===== src/rtl/word_unpacker_if.sv =====
// Block-in / word-out handshake bundle for word_unpacker.
// Slave is the unpacker side; master is the producer/consumer side.
interface word_unpacker_if #(
  parameter int WORD_W  = 32,
  parameter int N_WORDS = 4
);
  localparam int BLK_W = WORD_W * N_WORDS;
  localparam int IDX_W = $clog2(N_WORDS);

  logic             valid_i;
  logic             ready_o;
  logic [BLK_W-1:0] block_i;
  logic [IDX_W-1:0] nwords_i;
  logic             last_i;
  logic             valid_o;
  logic             ready_i;
  logic [WORD_W-1:0] word_o;
  logic             last_o;

  modport slave (
    input  valid_i, block_i, nwords_i, last_i,
    input  ready_i,
    output ready_o,
    output valid_o, word_o, last_o
  );

  modport master (
    output valid_i, block_i, nwords_i, last_i,
    output ready_i,
    input  ready_o,
    input  valid_o, word_o, last_o
  );
endinterface


===== src/rtl/word_unpacker.sv =====
// Two-entry block buffer that drains 128-bit blocks
// as a stream of 32-bit words, LSB word first.
module word_unpacker #(
  parameter int WORD_W  = 32,
  parameter int N_WORDS = 4
) (
  input  logic            clk_i,
  input  logic            rst_i,
  input  logic            clr_i,
  input  logic            enable_i,
  word_unpacker_if.slave  bus
);
  localparam int BLK_W = WORD_W * N_WORDS;
  localparam int IDX_W = $clog2(N_WORDS);

  typedef enum logic [1:0] {
    EMPTY,
    ACTIVE,
    FULL
  } state_e;

  typedef struct packed {
    logic [BLK_W-1:0] blk;
    logic [IDX_W-1:0] n;
    logic             last;
  } entry_t;

  state_e           state_q, state_d;
  entry_t           act_q, act_d;
  entry_t           pend_q, pend_d;
  logic [IDX_W-1:0] idx_q, idx_d;

  entry_t in_ent;
  logic   ready;
  logic   valid;
  logic   in_fire;
  logic   out_fire;
  logic   at_end;
  logic   done;

  assign in_ent   = {bus.block_i, bus.nwords_i, bus.last_i};
  assign ready    = enable_i & ~rst_i & (state_q != FULL);
  assign valid    = enable_i & (state_q != EMPTY);
  assign in_fire  = bus.valid_i & ready;
  assign out_fire = valid & bus.ready_i;
  // n=0 encodes a full block, so n-1 wraps to the top index
  assign at_end   = (idx_q == act_q.n - IDX_W'(1));
  assign done     = out_fire & at_end;

  always_ff @(posedge clk_i) begin
    if (rst_i || clr_i) begin
      state_q <= EMPTY;
      act_q   <= '0;
      pend_q  <= '0;
      idx_q   <= '0;
    end else begin
      state_q <= state_d;
      act_q   <= act_d;
      pend_q  <= pend_d;
      idx_q   <= idx_d;
    end
  end

  always_comb begin
    state_d = state_q;
    act_d   = act_q;
    pend_d  = pend_q;
    idx_d   = idx_q;
    if (out_fire)
      idx_d = idx_q + IDX_W'(1);
    unique case (state_q)
      EMPTY: begin
        if (in_fire) begin
          state_d = ACTIVE;
          act_d   = in_ent;
          idx_d   = '0;
        end
      end
      ACTIVE: begin
        if (done && in_fire) begin
          act_d = in_ent;
          idx_d = '0;
        end else if (done) begin
          state_d = EMPTY;
        end else if (in_fire) begin
          state_d = FULL;
          pend_d  = in_ent;
        end
      end
      FULL: begin
        if (done) begin
          state_d = ACTIVE;
          act_d   = pend_q;
          idx_d   = '0;
        end
      end
      default: state_d = EMPTY;
    endcase
  end

  always_comb begin
    bus.ready_o = ready;
    bus.valid_o = valid;
    bus.word_o  = act_q.blk[idx_q*WORD_W +: WORD_W];
    bus.last_o  = (state_q != EMPTY) & act_q.last & at_end;
  end
endmodule


===== src/flat_wrapper.sv =====
// flat-port wrapper written by rule: the top's interface ports become plain ports
module word_unpacker_flat 
#(
  parameter int WORD_W  = 32,
  parameter int N_WORDS = 4
)
  (clk_i, rst_i, clr_i, enable_i, bus_valid_i, bus_block_i, bus_nwords_i, bus_last_i, bus_ready_i, bus_ready_o, bus_valid_o, bus_word_o, bus_last_o);
  word_unpacker_if #(.WORD_W(WORD_W), .N_WORDS(N_WORDS)) bus_i ();
  input  logic clk_i;
  input  logic rst_i;
  input  logic clr_i;
  input  logic enable_i;
  input wire logic [$bits(bus_i.valid_i)-1:0] bus_valid_i;
  input wire logic [$bits(bus_i.block_i)-1:0] bus_block_i;
  input wire logic [$bits(bus_i.nwords_i)-1:0] bus_nwords_i;
  input wire logic [$bits(bus_i.last_i)-1:0] bus_last_i;
  input wire logic [$bits(bus_i.ready_i)-1:0] bus_ready_i;
  output wire logic [$bits(bus_i.ready_o)-1:0] bus_ready_o;
  output wire logic [$bits(bus_i.valid_o)-1:0] bus_valid_o;
  output wire logic [$bits(bus_i.word_o)-1:0] bus_word_o;
  output wire logic [$bits(bus_i.last_o)-1:0] bus_last_o;
  assign bus_i.valid_i = bus_valid_i;
  assign bus_i.block_i = bus_block_i;
  assign bus_i.nwords_i = bus_nwords_i;
  assign bus_i.last_i = bus_last_i;
  assign bus_i.ready_i = bus_ready_i;
  assign bus_ready_o = bus_i.ready_o;
  assign bus_valid_o = bus_i.valid_o;
  assign bus_word_o = bus_i.word_o;
  assign bus_last_o = bus_i.last_o;
  word_unpacker #(.WORD_W(WORD_W), .N_WORDS(N_WORDS)) u_core (.clk_i(clk_i), .rst_i(rst_i), .clr_i(clr_i), .enable_i(enable_i), .bus(bus_i));
endmodule

===== config.mk =====
export PLATFORM = sky130hd
export DESIGN_NAME = word_unpacker_flat
export DESIGN_NICKNAME = d
export VERILOG_FILES = /design/src/rtl/word_unpacker_if.sv /design/src/rtl/word_unpacker.sv /design/src/flat_wrapper.sv
export SDC_FILE = /design/constraint.sdc
export NUM_CORES = 1
export LEC_CHECK = 0
export ABC_AREA = 1
export CORE_AREA = 2 2 157 159
export CTS_BUF_LIST = sky130_fd_sc_hd__clkbuf_16
export DETAILED_ROUTE_END_ITERATION = 10
export DIE_AREA = 0 0 159 161
export PLACE_DENSITY = 0.87
export SLEW_MARGIN = 20
export SYNTH_ARGS = -nofsm -noshare
export SYNTH_HDL_FRONTEND = slang
export SYNTH_SLANG_ARGS = --single-unit

===== constraint.sdc =====
create_clock -name clk_i -period 4.2 [get_ports clk_i]
set_input_delay 0.84 -clock clk_i [delete_from_list [all_inputs] [get_ports clk_i]]
set_output_delay 0.84 -clock clk_i [all_outputs]
set_load 0.03 [all_outputs]

==> Implementation_results.wiki <==
{| class="wikitable"
! Metric !! Value
|-
| Syn avg cell area || 6.42 µm²
|-
| Top cell type by total area after synthesis || sky130_fd_sc_hd__dfxtp_1
|-
| RSZ-0062 raised after global routing || false
|-
| Final max-slew violation count || 0
|-
| Total DRC errors in the routed layout || 0
|-
| Total global-route track usage || 27.1%
|-
| Total detailed-routing wirelength || 36.0 mm
|-
| Sum of net half-perimeters after detailed placement || 23.9 mm
|-
| I/O Buffers || 171
|-
| Vias in the first global route || 11600
|-
| Kind of start point of the critical path || flop
|-
| Height of the die || 161 µm
|-
| Number of failing hold endpoints at the final stage || 0
|-
| Peak supply drop || 0.283 mV
|-
| Critical Path Max Stage Delay || 0.73 ns
|-
| Slowest cell on the critical path || sky130_fd_sc_hd__clkdlybuf4s50_1
|-
| Inserted Clock Buffers || 27
|-
| Total power consumption of the routed design || 5.67 mW
|-
| Final setup skew || 0.0212 ns
|-
| Fraction of synthesized cell area taken by the top area cell type || 41.2%
|-
| # nets final || 2212
|-
| Global-route wire length before repair || 57.8 mm
|-
| H-tree depth || 1
|-
| Part of the Yosys area used for sequential elements || 41.2%
|-
| Final antenna-violating net count || 0
|-
| GRT Max-Usage Layer || met2
|-
| TNS Setup || 0 ns
|-
| Worst setup path category || reg -> out
|-
| Required time reported for the critical path endpoint || 3.36 ns
|-
| Placed cell area || 14600 µm²
|-
| Signal arrival time at the worst endpoint || 2.84 ns
|-
| Min-Delay Path Class || reg -> reg
|-
| Largest cells by area after synthesis || sky130_fd_sc_hd__dfxtp_1 41%, sky130_fd_sc_hd__nand2_1 12%, sky130_fd_sc_hd__o21ai_0 10%, sky130_fd_sc_hd__nor2_1 9.7%, sky130_fd_sc_hd__a21oi_1 7.7%
|-
| PostCTS Resize Cnt || 0
|-
| Upper clock frequency limit || 0.271 GHz
|-
| Horizontal extent of the die || 159 µm
|-
| Post-detailed-route wirelength per cell || 14.9 µm
|-
| Largest net degree at the start of global routing || 138
|-
| Worst slack after detailed placement || 1.02 ns
|-
| I/O pins || 172
|-
| Instance count of the mapped netlist || 2015
|-
| First-pass DRT Iterations || 6
|-
| Transition at the pin with the smallest max-transition slack || 1.03 ns
|-
| Number of buffers added to fix hold violations after cts || 0
|-
| Power density cells || 367 nW/µm²
|-
| Cell chain of the critical path || buf_4, o21ai_0, o22ai_1, clkdlybuf4s50_1
|-
| RD Place Congestion || 0.896
|-
| Minimum clock period || 3.68 ns
|-
| CORE AREA || 24000 µm²
|-
| Number of distinct standard cells referenced by the synthesized netlist || 21
|-
| Antenna diode instance count || 0
|-
| Area added between synthesis and finish || 19.3%
|-
| Clock Root Buffer || sky130_fd_sc_hd__clkbuf_16
|-
| Hold slack final || 0.445 ns
|-
| Number of endpoints failing setup at the final stage || 0
|-
| Number of maximum-capacitance violations || 0
|-
| Post-CTS clock slew at the launch and capture registers of the worst setup and hold paths || 0.06 ns
|-
| Slack of the critical path || 0.516 ns
|-
| Post-Syn Area || 12900 µm²
|-
| Met1 Track Usage GR || 37.1%
|-
| Initial antenna violation count || 0
|-
| Total of warnings raised by yosys || 0
|-
| Number of vias per cell after detailed routing || 5.43
|-
| Clk Latency, worst-skew pair || 0.55 ns
|-
| Static leakage || 6.34 nW
|-
| Maximum fanout encountered on the critical timing path || 66
|-
| Count of vias placed by the detailed router || 13100
|-
| Crit share post-route || 87.7%
|-
| Initial Utilization || 54.0%
|-
| Outcome || complete, no violations
|-
| Full die area || 25600 µm²
|-
| Clock tree buffer depth || 3
|-
| Met2 layer usage reported by global route || 43.3%
|-
| Post-synthesis register bit count || 266
|-
| Syn nets || 2152
|-
| Iteration-0 DRC Markers || 1480
|-
| TritonCTS clock tree || yes
|-
| GR Overflow Total || 0
|-
| Share of layout cells above drive strength 1 || 3.59%
|-
| Endpoint kind of the worst setup timing path || output port
|-
| Clock Sink Count || 266
|-
| Std cell rows || 57
|-
| Met3 usage in global routing || 3.83%
|-
| Area of all placed cells without fillers || 15400 µm²
|-
| Relative slew margins || 31.4%
|-
| Post-CTS setup buffer count || 0
|}
-- cell usage after synthesis --
master                     instances
sky130_fd_sc_hd__nand2_1         409
sky130_fd_sc_hd__nor2_1          334
sky130_fd_sc_hd__dfxtp_1         266
sky130_fd_sc_hd__o21ai_0         261
sky130_fd_sc_hd__inv_1           206
sky130_fd_sc_hd__a21oi_1         199
sky130_fd_sc_hd__nand3_1         133
sky130_fd_sc_hd__clkbuf_1         69
sky130_fd_sc_hd__buf_2            63
sky130_fd_sc_hd__o22ai_1          32
sky130_fd_sc_hd__buf_4            13
sky130_fd_sc_hd__buf_1            11
sky130_fd_sc_hd__buf_6             8
sky130_fd_sc_hd__nand2_2           2
sky130_fd_sc_hd__nand3_2           2
sky130_fd_sc_hd__nor3_1            2
sky130_fd_sc_hd__a21boi_1          1
sky130_fd_sc_hd__inv_2             1
sky130_fd_sc_hd__nor3_2            1
sky130_fd_sc_hd__nor3b_1           1
sky130_fd_sc_hd__xor2_1            1
-- layout by cell type, fill, tap and decap left out, types with 5 or more instances in the layout --
| cell type | count |
|---|---|
| sky130_fd_sc_hd__a21oi_1 | 199 |
| sky130_fd_sc_hd__buf_12 | 7 |
| sky130_fd_sc_hd__buf_4 | 17 |
| sky130_fd_sc_hd__clkbuf_16 | 27 |
| sky130_fd_sc_hd__clkdlybuf4s50_1 | 171 |
| sky130_fd_sc_hd__clkinv_2 | 5 |
| sky130_fd_sc_hd__dfxtp_1 | 265 |
| sky130_fd_sc_hd__inv_1 | 209 |
| sky130_fd_sc_hd__nand2_1 | 408 |
| sky130_fd_sc_hd__nand3_1 | 133 |
| sky130_fd_sc_hd__nor2_1 | 333 |
| sky130_fd_sc_hd__o21ai_0 | 261 |
| sky130_fd_sc_hd__o22ai_1 | 32 |
-- cell type report --
cell class                      instances  area [µm²]
Fill cell                            2087        8530
Multi-Input combinational cell       1378        6080
Sequential cell                       266        5330
Inverter                              207         777
Clock buffer                           27         676
Timing Repair Buffer                  195        1980
Tap cell                              324         405
Clock inverter                         19         191
-- power breakdown --
part	switching, mW	total (mW)	internal, mW
logic	0.371	0.658	0.287
clock network	1.00	2.41	1.41
registers	0.0276	2.60	2.57
-- routing by layer --
layer	part of all wire [%]	wire [µm]
met1	42	15200
met2	46	16400
met3	8.3	3000
met4	3.9	1420
met5	0	0
-- flip-flops by register name, summed over array words and instances (netlist names) --
signal          count
u_core.act_q      131
u_core.idx_q        2
u_core.state_q      2
u_core.pend_q     131
-- cell families (layout without fill, tap and decap cells) --
kind of cell | count (synthesis) | in the layout | synth area share [%]
simple gates | 884 | 884 | 27.2
compound gates | 493 | 493 | 19.4
buf+inv | 371 | 448 | 12.2
flops | 266 | 266 | 41.2
xor+xnor | 1 | 1 | 0.0677
-- final timing paths --
path	startpoint	endpoint	slack, ns	cells past startpoint
setup reg to reg	u_core.state_q[0]$_SDFFE_PP0P_	u_core.act_q[22]$_SDFFE_PP0P_	1.38	9
setup / recovery	u_core.idx_q[0]$_SDFF_PP0_	bus_word_o[20]	0.52	4
hold / removal	u_core.pend_q[55]$_SDFFE_PP0P_	u_core.pend_q[55]$_SDFFE_PP0P_	0.45	2
hold reg to reg	u_core.pend_q[55]$_SDFFE_PP0P_	u_core.pend_q[55]$_SDFFE_PP0P_	0.45	2
-- worst max-delay path, delay by kind of cell (launching register included) --
kind            cells  cell delay [ns]
compound gates      2             0.66
buf+inv             2             1.26
flops               1             0.33
-- per-stage QoR --
stage                     cells  utilization (%)
after floorplan            2015                -
final                      2416             64.4
after global placement     2370             60.8
after CTS                  2416             64.4
after detailed placement   2370             60.8
after global routing       2416             64.4
Power figures use the tool's default switching activity.
